**config.mk**
```make
export PLATFORM = sky130hd
export DESIGN_NAME = jk_bank_arbiter
export DESIGN_NICKNAME = d
export VERILOG_FILES = /design/src/rtl/jk_pkg.sv /design/src/rtl/jk_cell.sv /design/src/rtl/jk_bank_arbiter.sv
export SDC_FILE = /design/constraint.sdc
export NUM_CORES = 1
export LEC_CHECK = 0
export BUFFER_PORTS_ARGS = -buffer_cell sky130_fd_sc_hd__buf_2
export CORE_MARGIN = 2
export CORE_UTILIZATION = 40
export DETAILED_ROUTE_END_ITERATION = 16
export GPL_ROUTABILITY_DRIVEN = 0
export GPL_TIMING_DRIVEN = 0
export PLACE_DENSITY_LB_ADDON = 0.25
export SLEW_MARGIN = 10
export SYNTH_ARGS = -nofsm -noshare
export SYNTH_HDL_FRONTEND = slang
export SYNTH_SLANG_ARGS = --single-unit
```
**constraint.sdc**
```tcl
create_clock -name clk -period 6.5 [get_ports clk]
set_input_delay 0 -clock clk [delete_from_list [all_inputs] [get_ports clk]]
set_output_delay 0 -clock clk [all_outputs]
set_load 0.02 [all_outputs]
```
**src/rtl/jk_pkg.sv**
```systemverilog
// Shared definitions for the JK bank arbiter: command encodings, FSM states,
// owner encodings, the granted-beat payload and the JK next-state function.
package jk_pkg;

  localparam logic [1:0] JK_HOLD = 2'b00;
  localparam logic [1:0] JK_CLR  = 2'b01;
  localparam logic [1:0] JK_SET  = 2'b10;
  localparam logic [1:0] JK_TGL  = 2'b11;

  localparam logic [1:0] OWNER_NONE = 2'b00;
  localparam logic [1:0] OWNER_REQ0 = 2'b01;
  localparam logic [1:0] OWNER_REQ1 = 2'b10;

  // State encodings match the owner encodings so owner is a direct copy.
  typedef enum logic [1:0] {
    ST_IDLE = 2'b00,
    ST_OWN0 = 2'b01,
    ST_OWN1 = 2'b10
  } state_e;

  // Payload of the beat selected by the arbiter (address carried separately).
  typedef struct packed {
    logic       all;
    logic [1:0] cmd;
  } jk_beat_t;

  function automatic logic jk_next(input logic q, input logic [1:0] cmd);
    logic r;
    r = q;
    case (cmd)
      JK_HOLD: r = q;
      JK_CLR:  r = 1'b0;
      JK_SET:  r = 1'b1;
      JK_TGL:  r = ~q;
      default: r = q;
    endcase
    return r;
  endfunction

endpackage

```
**src/rtl/jk_cell.sv**
```systemverilog
// Single JK storage cell with update enable.
// Ports: i_clk, i_rst (async, active-high), i_en (apply i_cmd this edge),
//        i_cmd ({j,k}), o_q (cell state).
module jk_cell
  import jk_pkg::*;
(
  input  logic       i_clk,
  input  logic       i_rst,
  input  logic       i_en,
  input  logic [1:0] i_cmd,
  output logic       o_q
);

  logic r_q;

  always_ff @(posedge i_clk or posedge i_rst) begin
    if (i_rst) begin
      r_q <= 1'b0;
    end else if (i_en) begin
      r_q <= jk_next(r_q, i_cmd);
    end
  end

  assign o_q = r_q;

endmodule

```
**src/rtl/jk_bank_arbiter.sv**
```systemverilog
// Bank of WIDTH JK cells shared by two valid/ready requesters through a
// round-robin arbiter with burst locking and a MAX_LOCK ownership timeout.
// Ports: clk, rst (async, active-high); per requester N: reqN_valid,
//        reqN_ready (combinational), reqN_addr, reqN_all, reqN_cmd, reqN_lock;
//        q (cell states), owner (00 none / 01 req0 / 10 req1),
//        lock_expired (one-cycle pulse after a forced release).
module jk_bank_arbiter
  import jk_pkg::*;
#(
  parameter int unsigned WIDTH    = 8,
  parameter int unsigned ADDR_W   = 3,
  parameter int unsigned MAX_LOCK = 16
) (
  input  logic              clk,
  input  logic              rst,
  input  logic              req0_valid,
  output logic              req0_ready,
  input  logic [ADDR_W-1:0] req0_addr,
  input  logic              req0_all,
  input  logic [1:0]        req0_cmd,
  input  logic              req0_lock,
  input  logic              req1_valid,
  output logic              req1_ready,
  input  logic [ADDR_W-1:0] req1_addr,
  input  logic              req1_all,
  input  logic [1:0]        req1_cmd,
  input  logic              req1_lock,
  output logic [WIDTH-1:0]  q,
  output logic [1:0]        owner,
  output logic              lock_expired
);

  localparam int unsigned CNT_W = $clog2(MAX_LOCK + 1);

  state_e             r_state;
  state_e             w_state_nxt;
  logic               r_rr_ptr;
  logic               w_rr_ptr_nxt;
  logic               r_lock_expired;
  logic               w_lock_expired_nxt;
  logic [CNT_W-1:0]   r_lock_cnt;
  logic               w_lock_hit;
  logic               w_rdy0;
  logic               w_rdy1;
  logic               w_accept;
  logic [ADDR_W-1:0]  w_addr;
  jk_beat_t           w_beat;
  logic [WIDTH-1:0]   w_q;

  assign w_lock_hit = (r_lock_cnt == CNT_W'(MAX_LOCK));

  // State register, round-robin pointer and expiry pulse.
  always_ff @(posedge clk or posedge rst) begin
    if (rst) begin
      r_state        <= ST_IDLE;
      r_rr_ptr       <= 1'b0;
      r_lock_expired <= 1'b0;
    end else begin
      r_state        <= w_state_nxt;
      r_rr_ptr       <= w_rr_ptr_nxt;
      r_lock_expired <= w_lock_expired_nxt;
    end
  end

  // Arbitration, next state and grants.
  always_comb begin
    w_state_nxt        = r_state;
    w_rr_ptr_nxt       = r_rr_ptr;
    w_lock_expired_nxt = 1'b0;
    w_rdy0             = 1'b0;
    w_rdy1             = 1'b0;
    case (r_state)
      ST_IDLE: begin
        if (req0_valid && (!req1_valid || !r_rr_ptr)) begin
          w_rdy0 = 1'b1;
        end else if (req1_valid) begin
          w_rdy1 = 1'b1;
        end
        if (w_rdy0) begin
          w_rr_ptr_nxt = 1'b1;
          if (req0_lock) w_state_nxt = ST_OWN0;
        end else if (w_rdy1) begin
          w_rr_ptr_nxt = 1'b0;
          if (req1_lock) w_state_nxt = ST_OWN1;
        end
      end
      ST_OWN0: begin
        // Timeout wins over any owner beat offered in the same cycle.
        if (w_lock_hit) begin
          w_state_nxt        = ST_IDLE;
          w_lock_expired_nxt = 1'b1;
          w_rr_ptr_nxt       = 1'b1;
        end else begin
          w_rdy0 = req0_valid;
          if (w_rdy0 && !req0_lock) w_state_nxt = ST_IDLE;
        end
      end
      ST_OWN1: begin
        if (w_lock_hit) begin
          w_state_nxt        = ST_IDLE;
          w_lock_expired_nxt = 1'b1;
          w_rr_ptr_nxt       = 1'b0;
        end else begin
          w_rdy1 = req1_valid;
          if (w_rdy1 && !req1_lock) w_state_nxt = ST_IDLE;
        end
      end
      default: w_state_nxt = ST_IDLE;
    endcase
    // Grants are suppressed for as long as reset is asserted.
    if (rst) begin
      w_rdy0 = 1'b0;
      w_rdy1 = 1'b0;
    end
  end

  // Ownership age: zero in IDLE and on entry, counts every owned cycle.
  always_ff @(posedge clk or posedge rst) begin
    if (rst) begin
      r_lock_cnt <= '0;
    end else if (r_state == ST_IDLE || w_state_nxt == ST_IDLE) begin
      r_lock_cnt <= '0;
    end else begin
      r_lock_cnt <= r_lock_cnt + CNT_W'(1);
    end
  end

  // Granted beat mux; at most one ready is ever high.
  assign w_accept   = w_rdy0 | w_rdy1;
  assign w_addr     = w_rdy1 ? req1_addr : req0_addr;
  assign w_beat.all = w_rdy1 ? req1_all  : req0_all;
  assign w_beat.cmd = w_rdy1 ? req1_cmd  : req0_cmd;

  // Addresses >= WIDTH match no cell, so such beats are accepted but inert.
  for (genvar i = 0; i < WIDTH; i++) begin : g_cell
    logic w_en;
    assign w_en = w_accept && (w_beat.all || (w_addr == ADDR_W'(i)));
    jk_cell u_cell (
      .i_clk (clk),
      .i_rst (rst),
      .i_en  (w_en),
      .i_cmd (w_beat.cmd),
      .o_q   (w_q[i])
    );
  end

  assign req0_ready   = w_rdy0;
  assign req1_ready   = w_rdy1;
  assign q            = w_q;
  assign owner        = 2'(r_state);
  assign lock_expired = r_lock_expired;

endmodule

```
==> results_dict.tcl, run 1 <==
set metrics [dict create \
    vias_per_cell 5.38 \
    maxSlewViolCount 0 \
    period_share 0.378 \
    cts_max_path_buffers 2 \
    pre_cts_slack_ns 4.07 \
    power_density_mw_per_mm2 319 \
    layout-drive-gt1-share 0.272 \
    grt_overflow 0 \
    syn2layout_area_growth_pct 16.8 \
    critPathArrivalTime_ns 2.64 \
    ys_ff_latch 17 \
    grt_pass1_vias 1233 \
    synthSimpleGateAreaFrac 0.242 \
    cap_viol_max_count 0 \
    synth_xor_area_frac 0.0183 \
    syn_avg_cell_area_um2 8.53 \
    grt_pass1_wl_um 5480 \
    synth_edf_count 0 \
    routed_wl_um 3250 \
    fillers 327 \
    grt_use_total 0.165 \
    fin_crit_ns 2.46 \
    ys.warnings.count 0 \
    rsz0062_at_grt "false" \
    clock.fmax_mhz 407 \
    synth-compound-area-share 0.205 \
    r2r_slack_ns 4.04 \
    worst_slew_pin_slew_ns 0.688 \
    grt_max_degree 19 \
    syn-num-nets 193 \
    timing.hold.ws_ns 0.165 \
    die_x_um 63.8 \
    layout_commonest_cell "buf_2" \
    setup_slack_ns 4.04 \
    skew_ns 0.00619 \
    critPathRequiredTime_ns 6.68 \
    muxShareOfSynthArea 0.0585 \
    clk_pin_slew_ns 0.11 \
    leakage_uw 0.000797 \
    status "completed" \
    syn-cell-area_mm2 0.00143 \
    met3_length_um 170 \
    end_kind "flop" \
    report.final.hold_viol_count 0 \
    synthFlopType "dfrtp_1" \
    rows 21 \
    max-slew-margin-rel 0.541 \
    setup_viol 0 \
    crit_path_max_fanout 10 \
    first_pass_iters 4 \
    diodes 0 \
    final_cells 248 \
    die_area_mm2 0.00408 \
    post-place-cells 243 \
    cts_root_buf "clkbuf_4" \
    cts_inserted_buffers 3 \
    ant_nets 0 \
    place_area_mm2 0.00164 \
    worstSetupPathType "flop to flop" \
    cts_tree "built" \
    cts.sinks 17 \
    min_path_type "primary input to flop" \
    synthCells 168 \
    ys_types 43 \
    synth_fa_ha_area_frac 0.0611 \
    detailed_place_hpwl_um 2450 \
    antenna_found_initial 0 \
    vdd_drop_max_v 0.000146 \
    fin_nets 228 \
    io_buffers 29 \
    wl_met1_um 1480 \
    cts_resized 0 \
    initial_core_util 0.423 \
    drtIter0Drc 43 \
    synth-seq-area-share 0.297 \
    wl_per_cell_um 13.1 \
    core_area_mm2 0.00339 \
    setup_tns_ns 0 \
    async_flop_share 1.00 \
    met2_length_um 1590 \
    clk_latency_ns 0.30 \
    final_cell_mix "29 x buf_2, 21 x inv_1, 17 x dfrtp_1" \
    synth_top_family_by_area "simple AND/OR/NAND/NOR gates" \
    fin_area_mm2 0.00167 \
    maxUsedRoutingLayer "met4" \
    ctsHoldBuffers 1 \
    dieHeight_um 63.8 \
    dr_total_vias 1333 \
    cts_setup_buffers 0 \
    ioPinCount 31 \
    cp-start-kind "flop" \
    cts_max_level 1 \
    drc 0 \
]
power by group:
| group | total [µW] | internal, µW | leakage (µW) | switching, µW |
|---|---|---|---|---|
| sequential | 173 | 138 | 0.000217 | 34.8 |
| combinational | 301 | 135 | 0.000562 | 167 |
| clock | 59.7 | 22.9 | 0.0000177 | 36.7 |
| total | 534 | 296 | 0.000797 | 238 |
metal layers:
metal  up-vias  global-route usage
met1       625               0.218
met5         -                   0
li1        665                   -
met4         0              0.0462
met3         2              0.0352
met2        41               0.270
stage by stage:
stage | power [µW] | util
after global routing | 577 | 0.494
after global placement | 464 | 0.482
after CTS | 536 | 0.494
final | 534 | 0.494
after floorplan | 399 | -
after detailed placement | 473 | 0.482
path summary, 6_finish.rpt:
kind	start	endpoint	depth (start not counted)
worst min-delay path	req1_addr[0]	g_cell[5].u_cell.o_q	4
max in group asynchronous	rst	g_cell[2].u_cell.o_q	3
worst max-delay path	owner[0]	g_cell[7].u_cell.o_q	9
min in group asynchronous	rst	r_rr_ptr	3
worst max register to register	owner[0]	g_cell[7].u_cell.o_q	9
worst min register to register	r_lock_cnt[0]	r_lock_cnt[0]	1
registers in the layout, summed over array words and instances, names as in the netlist:
| register | count |
|---|---|
| owner | 2 |
| r_rr_ptr | 1 |
| g_cell.u_cell.o_q | 8 |
| r_lock_cnt | 5 |
| lock_expired | 1 |
worst max-delay path, cell delays in order (launching register included):
cell,delay (ns)
dfrtp_1,0.47
inv_1,0.13
ha_1,0.23
and3b_1,0.18
a32oi_2,0.21
inv_2,0.09
buf_6,0.14
a2111o_1,0.48
a221oi_1,0.33
nor3_1,0.08
cells in the mapped netlist, types with 2 or more instances:
master / count / area (µm²)
nor2_1: 11 / 41.3
o22ai_1: 3 / 18.8
o21ai_0: 4 / 20.0
mux2_2: 3 / 33.8
nor2b_1: 3 / 18.8
xor2_1: 2 / 17.5
a21oi_1: 9 / 45.0
dfrtp_1: 17 / 425
buf_4: 9 / 67.6
mux2i_1: 5 / 50.1
and3_1: 6 / 37.5
inv_1: 21 / 78.8
nand2b_1: 3 / 18.8
a221oi_1: 5 / 43.8
nand2_1: 6 / 22.5
nor3b_1: 2 / 15.0
ha_1: 7 / 87.6
or3b_2: 3 / 26.3
a31oi_1: 5 / 31.3
o211ai_1: 4 / 30.0
nand3_1: 9 / 45.0
nor3_1: 10 / 50.1
final cells by class:
cell class | count | area, µm² | area share
Buffer | 12 | 86.3 | 0.0516
Clock buffer | 3 | 22.5 | 0.0135
Clock inverter | 1 | 5.00 | 0.00299
Inverter | 22 | 82.6 | 0.0494
Multi-Input combinational cell | 117 | 838 | 0.501
Sequential cell | 17 | 425 | 0.254
Tap cell | 46 | 57.6 | 0.0344
Timing Repair Buffer | 30 | 155 | 0.0927
kinds of logic after synthesis:
family          after synthesis
compound gates               39
xor+xnor                      3
fa+ha+maj                     7
buf+inv                      34
flops                        17
mux                           8
simple gates                 60
Note: power is estimated with default switching activity, not from simulation.
==> run 2, diff against run 1 <==
- clock period: 6.5 -> 2.2 ns (I/O delays scaled with it)
==> run 2 against run 1 <==
  * Total power grew to 3.2 times the previous value
  * Clock skew rose by 0.00092 ns
  * Critical path depth unchanged
  * Design area increased by 9.2%
  * Clock power increased to 3.2 times the previous value
  * Non-clock buffer count increased by 12
  * Global-route usage rose by 0.94 points
  * Cell count grew 4.8%
  * Hold slack got worse by 0.038 ns
  * Wire length is 3.3% higher
  * Sequential power increased to 2.9 times the previous value
  * Clock-buffer cell count did not move
  * Critical endpoint is now g_cell[0].u_cell.o_q
  * Largest cell class unchanged
==> results_dict.tcl, run 2 (synthesis gave the netlist of run 1 again) <==
set metrics [dict create \
    cts_root_buf "clkbuf_4" \
    r2r_slack_ns 0.03 \
    multi_input_area_um2 896 \
    rsz0062_at_grt "true" \
    die_x_um 63.8 \
    power_density_mw_per_mm2 928 \
    report.final.hold_viol_count 0 \
    min_path_type "primary input to flop" \
    worstSetupPathType "flop to flop" \
    io_buffers 29 \
    largest_reg_flops 8 \
    detailed_place_hpwl_um 2430 \
    fin_crit_ns 2.17 \
    antenna_found_initial 0 \
    layout-drive-gt1-share 0.379 \
    grt_overflow 0 \
    grt_pass1_wl_um 5630 \
    clk_latency_ns 0.32 \
    leakage_uw 0.000856 \
    cts_tree "built" \
    syn2layout_area_growth_pct 27.5 \
    layout_commonest_cell "buf_2" \
    setup_viol 0 \
    wl_per_cell_um 12.9 \
    cts_inserted_buffers 3 \
    grt_pass1_vias 1247 \
    fin_area_mm2 0.00183 \
    cts_max_path_buffers 2 \
    pre_cts_slack_ns -0.184 \
    dieHeight_um 63.8 \
    status "completed" \
    worst_slew_pin_slew_ns 0.694 \
    critPathRequiredTime_ns 2.42 \
    max-slew-margin-rel 0.537 \
    end_kind "flop" \
    routed_wl_um 3360 \
    drtIter0Drc 60 \
    setup_slack_ns 0.0265 \
    core_area_mm2 0.00339 \
    fillers 318 \
    cts.sinks 17 \
    period_share 0.988 \
    ff_latch_area_um2 428 \
    fin_nets 240 \
    place_area_mm2 0.00168 \
    grt_use_total 0.174 \
    vdd_drop_max_v 0.000446 \
    die_area_mm2 0.00408 \
    grt_max_degree 19 \
    cts_max_level 1 \
    cp-start-kind "flop" \
    diodes 0 \
    rows 21 \
    first_pass_iters 4 \
    skew_ns 0.00711 \
    dr_total_vias 1358 \
    maxSlewViolCount 0 \
    initial_core_util 0.423 \
    ioPinCount 31 \
    crit_path_max_fanout 7 \
    critPathArrivalTime_ns 2.39 \
    drc 0 \
    cap_viol_max_count 0 \
    clk_pin_slew_ns 0.12 \
    vias_per_cell 5.22 \
    ant_nets 0 \
    clock.fmax_mhz 460 \
    final_cell_mix "29 x buf_2, 21 x buf_4, 20 x inv_1" \
    timing.hold.ws_ns 0.127 \
]
-- run 2: cell count changes in the layout (fill, tap and decap cells not counted), sizes merged --
| cell | previous run | this run |
|---|---|---|
| clkinv | 1 | 0 |
| clkinvlp | 0 | 1 |
| buf | 40 | 52 |
-- run 2: per-layer routing --
metal  track usage  share of wire  up-vias  wire [µm]
met4        0.0652          0.014        0         46
met3        0.0264          0.036        5        122
li1              -              -      688          -
met1         0.227           0.46      638       1540
met5             0              0        -          0
met2         0.289           0.49       27       1650
-- run 2: cell type report --
cell class,count,share of cell area
Multi-Input combinational cell,117,0.490
Sequential cell,17,0.234
Timing Repair Buffer,42,0.134
Buffer,12,0.0479
Inverter,22,0.0452
Tap cell,46,0.0315
Clock buffer,3,0.0123
Clock inverter,1,0.00411
-- run 2: worst max-delay path, cell delays in order (launching register included) --
cell and delay [ns]:
dfrtp_1 0.40, inv_1 0.07, ha_2 0.19, nand4bb_4 0.13, a32oi_2 0.22, inv_2 0.06, buf_6 0.11, a2111o_2 0.51
a221oi_2 0.32, nor3_2 0.06
-- run 2: final timing paths --
| kind | start | to | depth (start not counted) |
|---|---|---|---|
| worst max-delay path | r_lock_cnt[0] | g_cell[0].u_cell.o_q | 9 |
| worst min-delay path | req1_valid | owner[0] | 3 |
| worst max register to register | r_lock_cnt[0] | g_cell[0].u_cell.o_q | 9 |
| worst min register to register | g_cell[4].u_cell.o_q | g_cell[4].u_cell.o_q | 1 |
| max in group asynchronous | rst | owner[0] | 3 |
| min in group asynchronous | rst | g_cell[5].u_cell.o_q | 3 |
-- run 2: what timing repair did --
action,CTS,global route
buffers inserted,9,3
gates resized for setup,1,5
hold buffers,1,0
hold endpoints to repair,17,0
setup endpoints to repair,8,8
pin swaps,4,2
-- run 2: metrics by stage --
stage	instances	utilization	total power (µW)	TNS, ns
after global placement	243	0.496	1400	-0.785
after global routing	260	0.539	1830	-0.656
final	260	0.539	1690	0
after CTS	257	0.529	1680	-0.0200
after detailed placement	243	0.496	1430	-1.07
after floorplan	168	-	1210	-0.0152
-- run 2: report_power, final --
group	switching [µW]	internal [µW]
registers	84.5	411
clock network	124	69.6
logic	540	466
total	748	947
==> run 3, diff against run 2 <==
==> constraint.sdc (replaced) <==
create_clock -name clk -period 2.2 [get_ports clk]
set_input_delay 0.22 -clock clk [delete_from_list [all_inputs] [get_ports clk]]
set_output_delay 0.22 -clock clk [all_outputs]
set_load 0.02 [all_outputs]
==> run 3 against run 2 <==
  * Combinational power about the same
  * Clock-buffer cell count unchanged
  * Non-clock buffer count decreased by 1
  * Sequential share of layout area increased by 0.13 points
  * Setup slack unchanged
  * Clock skew unchanged
  * Wire length decreased by 0.12%
  * Global-route usage unchanged
  * Total power about the same
  * Critical path depth unchanged
  * Largest cell class unchanged
==> results_dict.tcl, run 3 (synthesis gave the netlist of run 1 again) <==
set metrics [dict create \
    status "completed" \
    grt_overflow 0 \
    die_area_mm2 0.00408 \
    clk_pin_slew_ns 0.12 \
    grt_use_total 0.174 \
    largest_reg_flops 8 \
    dieHeight_um 63.8 \
    cts_tree "built" \
    end_kind "flop" \
    io_buffers 29 \
    drtIter0Drc 50 \
    layout-drive-gt1-share 0.380 \
    grt_max_degree 19 \
    cap_viol_max_count 0 \
    cts_inserted_buffers 3 \
    cts_max_level 1 \
    rows 21 \
    critPathRequiredTime_ns 2.42 \
    busiest_layer "met2" \
    cpMaxStageDelayCell "a2111o_2" \
    final_cell_mix "29 x buf_2, 21 x buf_4, 20 x inv_1" \
    fin_nets 239 \
    leakage_uw 0.000852 \
    pwr-share-seq 0.293 \
    vdd_drop_max_v 0.000446 \
    diodes 0 \
    met3_usage 0.0264 \
    cp_cell_sequence "inv_1, ha_2, nand4bb_4, a32oi_2, inv_2, buf_6, a2111o_2, a221oi_2, nor3_2" \
    report.final.hold_viol_count 0 \
    rsz0062_at_grt "true" \
    max_stage_delay_ns 0.51 \
    ctsHoldBuffers 0 \
    die_x_um 63.8 \
    setup_viol 0 \
    grt_util_met1 0.227 \
    met2_usage 0.289 \
    dr_total_vias 1356 \
    worst_slew_pin_slew_ns 0.694 \
    power.switching_uw 748 \
    cp-start-kind "flop" \
    first_pass_iters 4 \
    clk_latency_ns 0.32 \
    detailed_place_hpwl_um 2430 \
    routed_wl_um 3360 \
    worstSetupPathType "flop to flop" \
    cts.sinks 17 \
    initial_core_util 0.423 \
    critPathArrivalTime_ns 2.39 \
    crit_buf_inv 3 \
    grt_pass1_vias 1247 \
    swShare 0.442 \
    ioPinCount 31 \
    clock.fmax_mhz 460 \
    ant_nets 0 \
    crit_path_max_fanout 7 \
    core_area_mm2 0.00339 \
    fin_area_mm2 0.00182 \
    setup_tns_ns 0 \
    power_density_mw_per_mm2 932 \
    min_path_type "primary input to async pin" \
    layout_commonest_cell "buf_2" \
    cts_root_buf "clkbuf_4" \
    pwr-share-clk 0.114 \
    maxSlewViolCount 0 \
    period_share 0.988 \
    combPwrFrac 0.593 \
    wl_per_cell_um 13.0 \
    critPathTopFamily "compound AO/OA/AOI/OAI gates" \
    drc 0 \
    grt_pass1_wl_um 5630 \
    cts_max_path_buffers 2 \
    antenna_found_initial 0 \
    max-slew-margin-rel 0.537 \
    place_area_mm2 0.00168 \
    skew_ns 0.00711 \
    p_int_uw 946 \
    syn2layout_area_growth_pct 26.8 \
    fin_crit_ns 2.17 \
    vias_per_cell 5.24 \
]
==> run 3: changes by cell type in the layout (fill, tap and decap cells not counted) <==
cell / before / now
dlygate4sd3_1: 1 / 0
==> run 3: timing repair <==
| action | 4_1_cts | 5_1_grt |
|---|---|---|
| setup buffers | 9 | 3 |
| endpoints found under the setup margin | 8 | 8 |
| endpoints found under the hold margin | 0 | 0 |
| resized for setup | 1 | 5 |
| pin swaps | 4 | 2 |
==> run 3: cell type report <==
| type | count | area [µm²] |
|---|---|---|
| Fill cell | 319 | 1570 |
| Multi-Input combinational cell | 117 | 896 |
| Sequential cell | 17 | 428 |
| Timing Repair Buffer | 41 | 235 |
| Buffer | 12 | 87.6 |
| Inverter | 22 | 82.6 |
| Tap cell | 46 | 57.6 |
| Clock buffer | 3 | 22.5 |
| Clock inverter | 1 | 7.51 |
==> run 3: metrics by stage <==
| step | total power (µW) | utilization | worst slack (ns) | hold WS, ns | cells |
|---|---|---|---|---|---|
| after global placement | 1400 | 0.496 | -0.150 | 0.373 | 243 |
| after CTS | 1670 | 0.526 | -0.0200 | 0.0345 | 256 |
| after global routing | 1830 | 0.536 | -0.108 | 0.0749 | 259 |
| after floorplan | 1210 | - | -0.00304 | 0.154 | 168 |
| final | 1690 | 0.536 | 0.0265 | 0.00523 | 259 |
| after detailed placement | 1430 | 0.496 | -0.184 | 0.389 | 243 |
==> run 3: metal layers <==
metal	part of all wire	wire length, µm
met1	0.46	1540
met2	0.49	1650
met3	0.036	122
met4	0.014	46
met5	0	0
==> run 3: worst paths after layout <==
check,slack [ns],cells after the start,startpoint,to
max,0.03,9,r_lock_cnt[0],g_cell[0].u_cell.o_q
min,0.005,2,rst,g_cell[5].u_cell.o_q
max reg2reg,0.03,9,r_lock_cnt[0],g_cell[0].u_cell.o_q
min reg2reg,0.53,1,g_cell[4].u_cell.o_q,g_cell[4].u_cell.o_q
max in group asynchronous,1.71,2,rst,owner[0]
min in group clk,0.35,3,req1_valid,owner[0]
==> run 3: power by group through the flow <==
stage               registers, µW  clock network [µW]  logic, µW
detailed placement            518                   0        912
global route                  511                 214       1110
finish                        496                 193       1000
floorplan                     508                   0        700
CTS                           496                 196        983
global placement              512                   0        891
